### src/rtl/bit_reorder_pipe.sv
// bit_reorder_pipe: per-word bit reorder (pass, reverse, group reverse, rotate)
// feeding a two-entry output buffer with registered ready and a transfer count.
module bit_reorder_pipe #(
  parameter int WIDTH = 8,
  parameter int GROUP = 1,
  parameter int CNT_W = 16
) (
  input  logic                     CLK,
  input  logic                     RST,
  input  logic                     IN_VALID,
  output logic                     IN_READY,
  input  logic [WIDTH-1:0]         D_IN,
  input  logic [1:0]               MODE,
  input  logic [$clog2(WIDTH)-1:0] ROT,
  output logic                     OUT_VALID,
  input  logic                     OUT_READY,
  output logic [WIDTH-1:0]         D_OUT,
  output logic [CNT_W-1:0]         XFER_CNT
);

  localparam int NG = WIDTH / GROUP;
  localparam int RW = $clog2(WIDTH);
  localparam logic [RW:0] WIDTH_E = WIDTH[RW:0];

  if (GROUP < 1 || WIDTH < 2 || (WIDTH % GROUP) != 0) begin : g_bad_param
    $error("bit_reorder_pipe: WIDTH must be >=2 and a multiple of GROUP");
  end

  typedef enum logic [1:0] {
    S_EMPTY,
    S_ONE,
    S_TWO
  } state_t;

  state_t           state_q;
  state_t           state_d;
  logic [WIDTH-1:0] main_q;
  logic [WIDTH-1:0] main_d;
  logic [WIDTH-1:0] skid_q;
  logic [WIDTH-1:0] skid_d;
  logic             in_ready_q;
  logic [CNT_W-1:0] cnt_q;

  logic [WIDTH-1:0] rev_bits;
  logic [WIDTH-1:0] rev_grp;
  logic [WIDTH-1:0] rot_word;
  logic [WIDTH-1:0] xf;
  logic [RW:0]      rot_ext;
  logic [RW:0]      rot_amt;
  logic             in_xfer;
  logic             out_xfer;

  assign in_xfer   = IN_VALID & in_ready_q;
  assign out_xfer  = OUT_READY & (state_q != S_EMPTY);
  assign IN_READY  = in_ready_q;
  assign OUT_VALID = (state_q != S_EMPTY);
  assign D_OUT     = main_q;
  assign XFER_CNT  = cnt_q;

  // Mirror every bit about the word centre.
  always_comb begin
    rev_bits = '0;
    for (int i = 0; i < WIDTH; i++) begin
      rev_bits[WIDTH-1-i] = D_IN[i];
    end
  end

  // Mirror whole groups, keeping bit order inside each group.
  always_comb begin
    rev_grp = '0;
    for (int k = 0; k < NG; k++) begin
      rev_grp[(NG-1-k)*GROUP +: GROUP] = D_IN[k*GROUP +: GROUP];
    end
  end

  // Rotate left; ROT can exceed WIDTH-1 only by less than WIDTH, so one
  // conditional subtract reduces it modulo WIDTH.
  always_comb begin
    rot_ext  = {1'b0, ROT};
    rot_amt  = (rot_ext >= WIDTH_E) ? rot_ext - WIDTH_E : rot_ext;
    rot_word = (D_IN << rot_amt) | (D_IN >> (WIDTH_E - rot_amt));
  end

  // Select the transform for the word being accepted.
  always_comb begin
    xf = D_IN;
    unique case (MODE)
      2'b00: xf = D_IN;
      2'b01: xf = rev_bits;
      2'b10: xf = rev_grp;
      2'b11: xf = rot_word;
    endcase
  end

  // Buffer occupancy next-state and main/skid next contents.
  always_comb begin
    state_d = state_q;
    main_d  = main_q;
    skid_d  = skid_q;
    unique case (state_q)
      S_EMPTY: begin
        if (in_xfer) begin
          state_d = S_ONE;
          main_d  = xf;
        end
      end
      S_ONE: begin
        if (in_xfer && out_xfer) begin
          main_d = xf;
        end else if (in_xfer) begin
          state_d = S_TWO;
          skid_d  = xf;
        end else if (out_xfer) begin
          state_d = S_EMPTY;
        end
      end
      S_TWO: begin
        if (out_xfer) begin
          state_d = S_ONE;
          main_d  = skid_q;
        end
      end
      default: state_d = S_EMPTY;
    endcase
  end

  // State, data and ready registers; ready comes from next state only.
  always_ff @(posedge CLK or posedge RST) begin
    if (RST) begin
      state_q    <= S_EMPTY;
      main_q     <= '0;
      skid_q     <= '0;
      in_ready_q <= 1'b0;
    end else begin
      state_q    <= state_d;
      main_q     <= main_d;
      skid_q     <= skid_d;
      in_ready_q <= (state_d != S_TWO);
    end
  end

  // Count delivered words, wrapping naturally.
  always_ff @(posedge CLK or posedge RST) begin
    if (RST) begin
      cnt_q <= '0;
    end else if (out_xfer) begin
      cnt_q <= cnt_q + CNT_W'(1);
    end
  end

endmodule
### config.mk
export PLATFORM = sky130hd
export DESIGN_NAME = bit_reorder_pipe
export DESIGN_NICKNAME = d
export VERILOG_FILES = /design/src/rtl/bit_reorder_pipe.sv
export SDC_FILE = /design/constraint.sdc
export NUM_CORES = 1
export LEC_CHECK = 0
export BUFFER_PORTS_ARGS = -buffer_cell sky130_fd_sc_hd__buf_4
export CORE_AREA = 3 3 85 79
export DETAILED_ROUTE_END_ITERATION = 16
export DIE_AREA = 0 0 88 82
export SETUP_SLACK_MARGIN = 0.1
export SYNTH_ARGS = -nofsm -noshare
export SYNTH_HDL_FRONTEND = slang
export SYNTH_SLANG_ARGS = --single-unit
### constraint.sdc
create_clock -name CLK -period 3.66 [get_ports CLK]
set_input_delay 0.183 -clock CLK [delete_from_list [all_inputs] [get_ports CLK]]
set_output_delay 0.183 -clock CLK [all_outputs]
set_load 0.02 [all_outputs]
* Word level (Yosys, flattened, before mapping)
Index checks and enable logic that the tools add are counted.
** Word-level totals
- Register bits :: 35
- Input bits :: 17
- Logic and storage cells :: 41
** Cells by class
- Mux-type cells :: 11
- Bitwise gates (word level) :: 4
- Reduce and logical (&&, ||, !) cells :: 8
- Shift operators :: 2
- Equality and inequality tests :: 9
- $add $sub $neg :: 2
** Operators with widths (number)
- 8-bit case mux with 3 select lines :: 2
- 8-bit 2-to-1 mux :: 3
- 16-bit by 1-bit adder with 16-bit output, second input constant :: 1
- 2-bit 2-to-1 mux :: 5
- 2-bit != test, second input constant :: 4
- 8-bit bitwise OR :: 1
- 8-bit by 3-bit << shifter with 8-bit output :: 1
- 8-bit by 4-bit >> shifter with 8-bit output :: 1
- 2-bit equality test, second input constant :: 3
- 2-bit case mux with 3 select lines :: 1
- 2-bit by 1-bit equality test with 1-bit output, second input constant :: 2
- 2-bit zero test :: 2
- 4-bit AND reduction :: 1
- 4-bit by 3-bit subtractor with 4-bit output, first input constant :: 1
- 3-bit AND reduction :: 1
- 3-bit nonzero test :: 1
- 1-bit AND :: 2
- 2-bit nonzero test :: 1
- 2-bit OR reduction :: 1
- 1-bit logical AND :: 1
- 1-bit inverter :: 1

* Depth between registers and ports, before layout
Gate-level depths: netlist of run 1.
- Depth after elaboration :: 7
- Depth in mapped cells :: 10
- Gate-level depth less buffers :: 7

* Worst setup path before layout of run 1
No wires, ideal clock.
- Path kind :: input port to flip-flop
- Start point :: in ROT[1]
- End point :: reg main_q[4] (netlist: D_OUT[4])
- Slack :: 1683 ps
- Stages on the path :: 9
- Arrival time :: 1858 ps
- Required time :: 3541 ps
- Buffers on the path :: 3
- Cells stage by stage :: buf_4 > buf_2 > inv_1 > ha_1 > buf_2 > mux4_2 > a211oi_1 > o311ai_1 > o21a_1
** Between the ends
- Word-level cells in the longest chain between the ends :: 6
- Elaborated cells between the ends (all ways) :: 8
- Classes of those cells :: 1 x add/sub; 2 x shift; 4 x mux; 1 x bitwise
** RTL lines
- from (decl) :: RTL line 14 : input logic [$clog2(WIDTH)-1:0] ROT,
- 4-bit by 3-bit subtractor with 4-bit output :: RTL line 81 : rot_word = (D_IN << rot_amt) | (D_IN >> (WIDTH_E - rot_amt));
- 8-bit by 4-bit >> shifter with 8-bit output :: RTL line 81
- 8-bit bitwise OR * :: RTL line 81
- 8-bit case mux with 3 select lines * :: RTL line 87 : unique case (MODE)
- 8-bit 2-to-1 mux, on equally long branches :: RTL line 108, 102
- 8-bit case mux with 3 select lines * :: RTL line 100 : unique case (state_q)
- to (signal assigned) :: RTL line 136 : main_q <= main_d;
- to (decl) :: RTL line 37 : logic [WIDTH-1:0] main_q;
Mark *: on every way between the ends. The rest lies on a longest branch, timed or not. The select of a mux whose other input is x is not followed.
A chain may end at the register's enable or synchronous reset.

* Final worst setup path of run 1
- Start point :: reg state_q[0]
- End point :: reg main_q[5] (netlist: D_OUT[5])
** Between the ends
- Word-level cells in the longest chain between the ends :: 5
- Elaborated cells between the ends (all ways) :: 12
- Classes of those cells :: 5 x eq/ne; 1 x mux; 1 x bitwise; 5 x reduce/logical
** RTL lines
- from (decl) :: RTL line 35 : state_t state_q;
- from (signal assigned) :: RTL line 135 : state_q <= state_d;
- 2-bit nonzero test :: RTL line 54 : assign out_xfer = OUT_READY & (state_q != S_EMPTY);
- 1-bit AND :: RTL line 54
- 1-bit logical AND :: RTL line 108 : if (in_xfer && out_xfer) begin
- 2-bit != test (no line)
- 4-bit AND reduction (no line)
Several ways; a longest one is shown, not always the timed one.

==> flow_summary.toml, run 1 <==
[outcome]
outcome = "finished clean"

[layout]
drive_gt1_frac = 0.217
nFillCells = 590
diodes = 0
areaGrowthSynthToFinish_pct = 16.2
fin_util = 0.472
nets = 320
stdcell_count = 372

[job]
cap_violations = 0

[sta]
whs_ns = 0.00216
worstMarginPinSlew_ns = 0.974
fmax_ghz = 0.483
fin_skew_ns = 0.00699
setup-violations-final = 0
rsz0062_at_grt = "false"
finalHoldViolations = 0
timing_max_transition_violations_final = 0
finalCriticalPeriod_ns = 2.07
fin_crit_sh = 0.566
max_slew_margin = 0.351
setup_tns_ns = 0

[hold_path]
hold_class = "in -> async"

[route]
wl_per_cell_microns = 15.5
viasPerCell = 5.65
ant_nets = 0
drtPass1Iterations = 4
drc_errors = 0
vias = 2101
drt-total-wl_microns = 5760
drt-initial-drc-count = 85

[global_routing]
antenna_found_initial = 0
overflow = 0
grtUsageTotal = 0.166
grt_pass1_wl_microns = 9380
grt_max_degree = 36
grt_pass1_vias = 1861

[synth]
synth-async-reset-ratio = 1.00
synthDistinctLibCells = 55
syn-num-nets = 291
yosys_warnings = 0
synthCells = 270
synth_top_flop_cell = "dfrtp_1"
syn_area_sq_um = 2430
netlist_top_cells_area = "dfrtp_1, mux2i_1, nand2_1"
yosys-top-cells-count = "dfrtp_1, nand2_1, nor2_1, a21oi_1, o21ai_0"
synth_top_area_share = 0.360
synth_edf_count = 0
synth_area_per_cell_sq_um = 9.01
yosysSeqAreaShare = 0.360
ys_ff_latch = 35
synth_area_leader_cell = "dfrtp_1"
yosysMostFrequentCell = "dfrtp_1"

[critical_path]
worst-setup-path-type = "reg -> reg"
cp.required_ns = 3.82
r2r_slack_ns = 1.59
reg2reg_depth = 4
end_kind = "flip-flop"
cp-start-kind = "flip-flop"
crit_path_end = "D_OUT[5]$_DFFE_PP0P_"
reg2reg_from = "state_q[0]$_DFF_PP0_"
arrival_ns = 2.24
rr_endpoint = "D_OUT[5]$_DFFE_PP0P_"
critical_path.startpoint = "state_q[0]$_DFF_PP0_"
worstPathMaxFanout = 15

[die]
rows = 27
io_pins = 43
dieArea_sq_um = 7220
start_util = 0.407
fp.dieW_microns = 88
core-area_sq_um = 5980
die_h_microns = 82

[clock_tree]
root_buffer = "clkbuf_8"
htree_levels = 2
cts_tree = "done"
insertion_delay_ns = 0.28
clkTransAtPathRegs_ns = 0.07
post_cts_resized = 0
clock_sinks = 35
hold_buffers = 0
cts_setup_buffers = 0
cts_made_buffers = 5
clk_path_buf_depth = 2

[power]
power.total_uw = 1520
p_per_area_nw_per_um2 = 539
ir_drop_mv = 0.167
p_leak_uw = 0.00125

[place]
port_buffers = 42
gp_congestion = 0.919
dp.cells = 364
dp_hpwl_microns = 4240
[state kept, by name (all words and copies together) (netlist names)]
signal / count
skid_q: 8
IN_READY: 1
D_OUT: 8
state_q: 2
XFER_CNT: 16
[kinds of logic after synthesis]
| kind of cell | Yosys count | share of synthesized area |
|---|---|---|
| flops | 35 | 0.360 |
| xor+xnor | 15 | 0.0540 |
| buf+inv | 32 | 0.0602 |
| mux | 20 | 0.109 |
| simple gates | 92 | 0.195 |
| compound gates | 72 | 0.201 |
| fa+ha+maj | 4 | 0.0206 |
[where the power goes]
| group | internal, uW | leakage [uW] | switching, uW |
|---|---|---|---|
| Combinational | 289 | 0.000766 | 353 |
| Sequential | 516 | 0.000438 | 102 |
| Clock | 133 | 0.0000412 | 130 |
[area by class of cell]
| type | count | area, sq um | share of cell area |
|---|---|---|---|
| multi-input combinational | 203 | 1410 | 0.499 |
| clock inverter | 2 | 12.5 | 0.00443 |
| tap | 72 | 90.1 | 0.0319 |
| clock buffer | 6 | 72.6 | 0.0257 |
| timing repair buffer | 43 | 323 | 0.114 |
| sequential | 35 | 876 | 0.310 |
| inverter | 11 | 41.3 | 0.0146 |
[stage by stage]
stage / worst slack (ns) / area, sq um
floorplan: 1.68 / 2430
global placement: 1.44 / 2740
detailed placement: 1.37 / 2740
CTS: 1.56 / 2830
global route: 1.46 / 2830
finish: 1.59 / 2830
[placed cells by master, fill, tap and decap left out, drive strengths merged, types with 2 or more instances in the layout]
cell	instances
clkbuf	6
xnor2	11
ha	4
nor2	19
o21a	3
o21ai	14
o211ai	2
nor2b	6
and4	3
or2	3
a31oi	7
o221ai	2
o22ai	3
o32ai	4
and2	3
a21oi	16
inv	11
mux4	5
buf	43
nand2b	5
mux2	2
o31ai	4
nand3	8
a2bb2oi	3
nand3b	3
and3	4
xor2	4
nand2	31
dfrtp	35
nand4	2
mux2i	13
o311ai	3
a211oi	3
[critical path: stages (launching register included)]
cell and delay [ns]:
dfrtp_1 0.43, nor2b_1 0.21, o32ai_2 0.85, o311ai_0 0.30, o21a_1 0.17
[layer usage]
| layer | vias up | global-route usage | wire [microns] |
|---|---|---|---|
| met5 | - | 0 | 0 |
| met4 | 0 | 0.0445 | 79 |
| met3 | 8 | 0.0321 | 313 |
| met2 | 57 | 0.242 | 2460 |
| met1 | 1001 | 0.248 | 2910 |
| li1 | 1035 | - | - |
[how the worst min path moves through the flow]
| stage | end | slack (ns) |
|---|---|---|
| after floorplan | state_q[1]$_DFF_PP0_ | 0.26 |
| after global placement | state_q[0]$_DFF_PP0_ | 0.32 |
| after detailed placement | D_OUT[1]$_DFFE_PP0P_ | 0.32 |
| after CTS | IN_READY$_DFF_PP0_ | 0.02 |
| after global routing | XFER_CNT[9]$_DFFE_PP0P_ | 0.06 |
| final | state_q[0]$_DFF_PP0_ | 0.002 |
(Power assumes the default switching activity.)
==> run 2: changes to the inputs <==
Clock period 3.66 ns to 2.2 ns, I/O delays scaled along.
==> run 2 against run 1 <==
  * Die area unchanged
  * Sequential share of layout area down 1.1 points
  * Maximum frequency up 22%
  * Combinational power up 70%
  * Clock skew up 0.0011 ns
  * Cell area up 3.6%
  * Critical path depth up 1
  * Largest power group unchanged
  * Largest cell class unchanged
==> flow_summary.toml, run 2 (synthesis results as in run 1) <==
[global_routing]
gr-usage-met1 = 0.253
overflow = 0
antenna_found_initial = 0
grt_pass1_wl_microns = 9250
globalRouteMet2Util = 0.221
top_usage_layer = "met1"
grtUsageTotal = 0.163
grt_max_degree = 36
grt_use_met3 = 0.0291
grt_pass1_vias = 1809

[critical_path]
slowest_stage = "dfrtp_1"
reg2reg_from = "state_q[1]$_DFF_PP0_"
reg2reg_depth = 5
worst-setup-path-type = "reg -> reg"
crit_path_end = "XFER_CNT[12]$_DFFE_PP0P_"
critical_path.max_stage_delay_ns = 0.49
critical_path.startpoint = "state_q[1]$_DFF_PP0_"
worstPathMaxFanout = 9
arrival_ns = 1.87
cp.required_ns = 2.37
path_cells = "o21a_1, nand4_1, nor2_1, nand3_1, xnor2_1"
r2r_slack_ns = 0.50
cp-start-kind = "flip-flop"
rr_endpoint = "XFER_CNT[12]$_DFFE_PP0P_"
end_kind = "flip-flop"

[sta]
max_slew_margin = 0.618
worstMarginPinSlew_ns = 0.572
finalCriticalPeriod_ns = 1.70
fin_crit_sh = 0.773
setup_tns_ns = 0
fmax_ghz = 0.588
setup-violations-final = 0
rsz0062_at_grt = "false"
fin_skew_ns = 0.00813
timing_max_transition_violations_final = 0
finalHoldViolations = 0

[clock_tree]
root_buffer = "clkbuf_8"
htree_levels = 2
cts_made_buffers = 5
clk_path_buf_depth = 2
cts_setup_buffers = 0
clkTransAtPathRegs_ns = 0.07
post_cts_resized = 0
clock_sinks = 35
cts_tree = "done"
insertion_delay_ns = 0.28

[die]
dieArea_sq_um = 7220
die_h_microns = 82
io_pins = 43
start_util = 0.407
fp.dieW_microns = 88
core-area_sq_um = 5980
rows = 27

[place]
dp.cells = 370
dp_hpwl_microns = 4280
port_buffers = 42
gp_congestion = 0.873

[route]
ant_nets = 0
drt-total-wl_microns = 5680
drtPass1Iterations = 4
vias = 2090
drc_errors = 0
drt-initial-drc-count = 87
viasPerCell = 5.51
wl_per_cell_microns = 15.0

[layout]
stdcell_count = 379
largest_reg_flops = 16
drive_gt1_frac = 0.231
areaGrowthSynthToFinish_pct = 20.4
final_cell_mix = "buf_4, dfrtp_1, nand2_1"
diodes = 0
final_common_cell = "buf_4"
nets = 327

[power]
ir_drop_mv = 0.345
p_per_area_nw_per_um2 = 952
p_leak_uw = 0.00130

[outcome]
outcome = "finished clean"

[hold_path]
hold_class = "in -> reg"

[job]
cap_violations = 0
==> run 2: changes by cell type in the layout (fill, tap and decap cells not counted) <==
cell,change
bufinv_16,+2
buf_4,+6
clkinvlp_4,-1
clkinv_2,-1
dlygate4sd3_1,+1
==> run 2: per-layer routing <==
metal	up-vias	part of all wire
li1	1044	-
met2	65	0.42
met4	0	0.018
met5	-	0
met1	971	0.50
met3	10	0.054
==> run 2: where the power goes <==
part           total (uW)  switching, uW  internal [uW]
combinational        1090            583            504
clock                 673            221            453
sequential           1030            169            859
total                2790            973           1820
==> run 2: cell type report <==
cell class / instances / area, sq um
clock buffers: 6 / 72.6
clock inverters: 2 / 60.1
fillers: 583 / 3050
inverters: 11 / 41.3
multi-input cells: 203 / 1410
flip-flops and latches: 35 / 876
well taps: 72 / 90.1
repair buffers: 50 / 378
==> run 2: stage by stage <==
step           setup WS (ns)  instance area (sq um)   util  power [uW]  hold WS, ns
6_report               0.500                   2930  0.490        2790       0.0322
5_1_grt                0.280                   2930  0.490        2970       0.0329
4_1_cts                0.498                   2930  0.490        2820       0.0212
3_5_place_dp           0.268                   2790  0.466        2130        0.243
3_3_place_gp           0.327                   2790  0.466        2120        0.242
2_1_floorplan          0.296                   2430      -        1730        0.185
==> run 2: worst min path at each step <==
stage               depth (start not counted)       from                   end  slack [ns]
floorplan                                   1  OUT_READY  state_q[1]$_DFF_PP0_        0.18
global placement                            3        RST  D_OUT[7]$_DFFE_PP0P_        0.24
detailed placement                          3        RST  D_OUT[7]$_DFFE_PP0P_        0.24
CTS                                         2  OUT_READY  state_q[1]$_DFF_PP0_        0.02
global route                                2  OUT_READY  state_q[1]$_DFF_PP0_        0.03
finish                                      2  OUT_READY  state_q[1]$_DFF_PP0_        0.03
==> run 2: worst max-delay path, delay by kind of cell, from the launching register on <==
family	cells	cell delay [ns]
xor+xnor	1	0.15
simple gates	3	0.65
flops	1	0.49
compound gates	1	0.30
==> run 2: timing repair <==
| item | 4_1_cts | 5_1_grt |
|---|---|---|
| hold endpoints to repair | 35 | 0 |
| setup endpoints to repair | 0 | 0 |
| hold buffers | 1 | 0 |
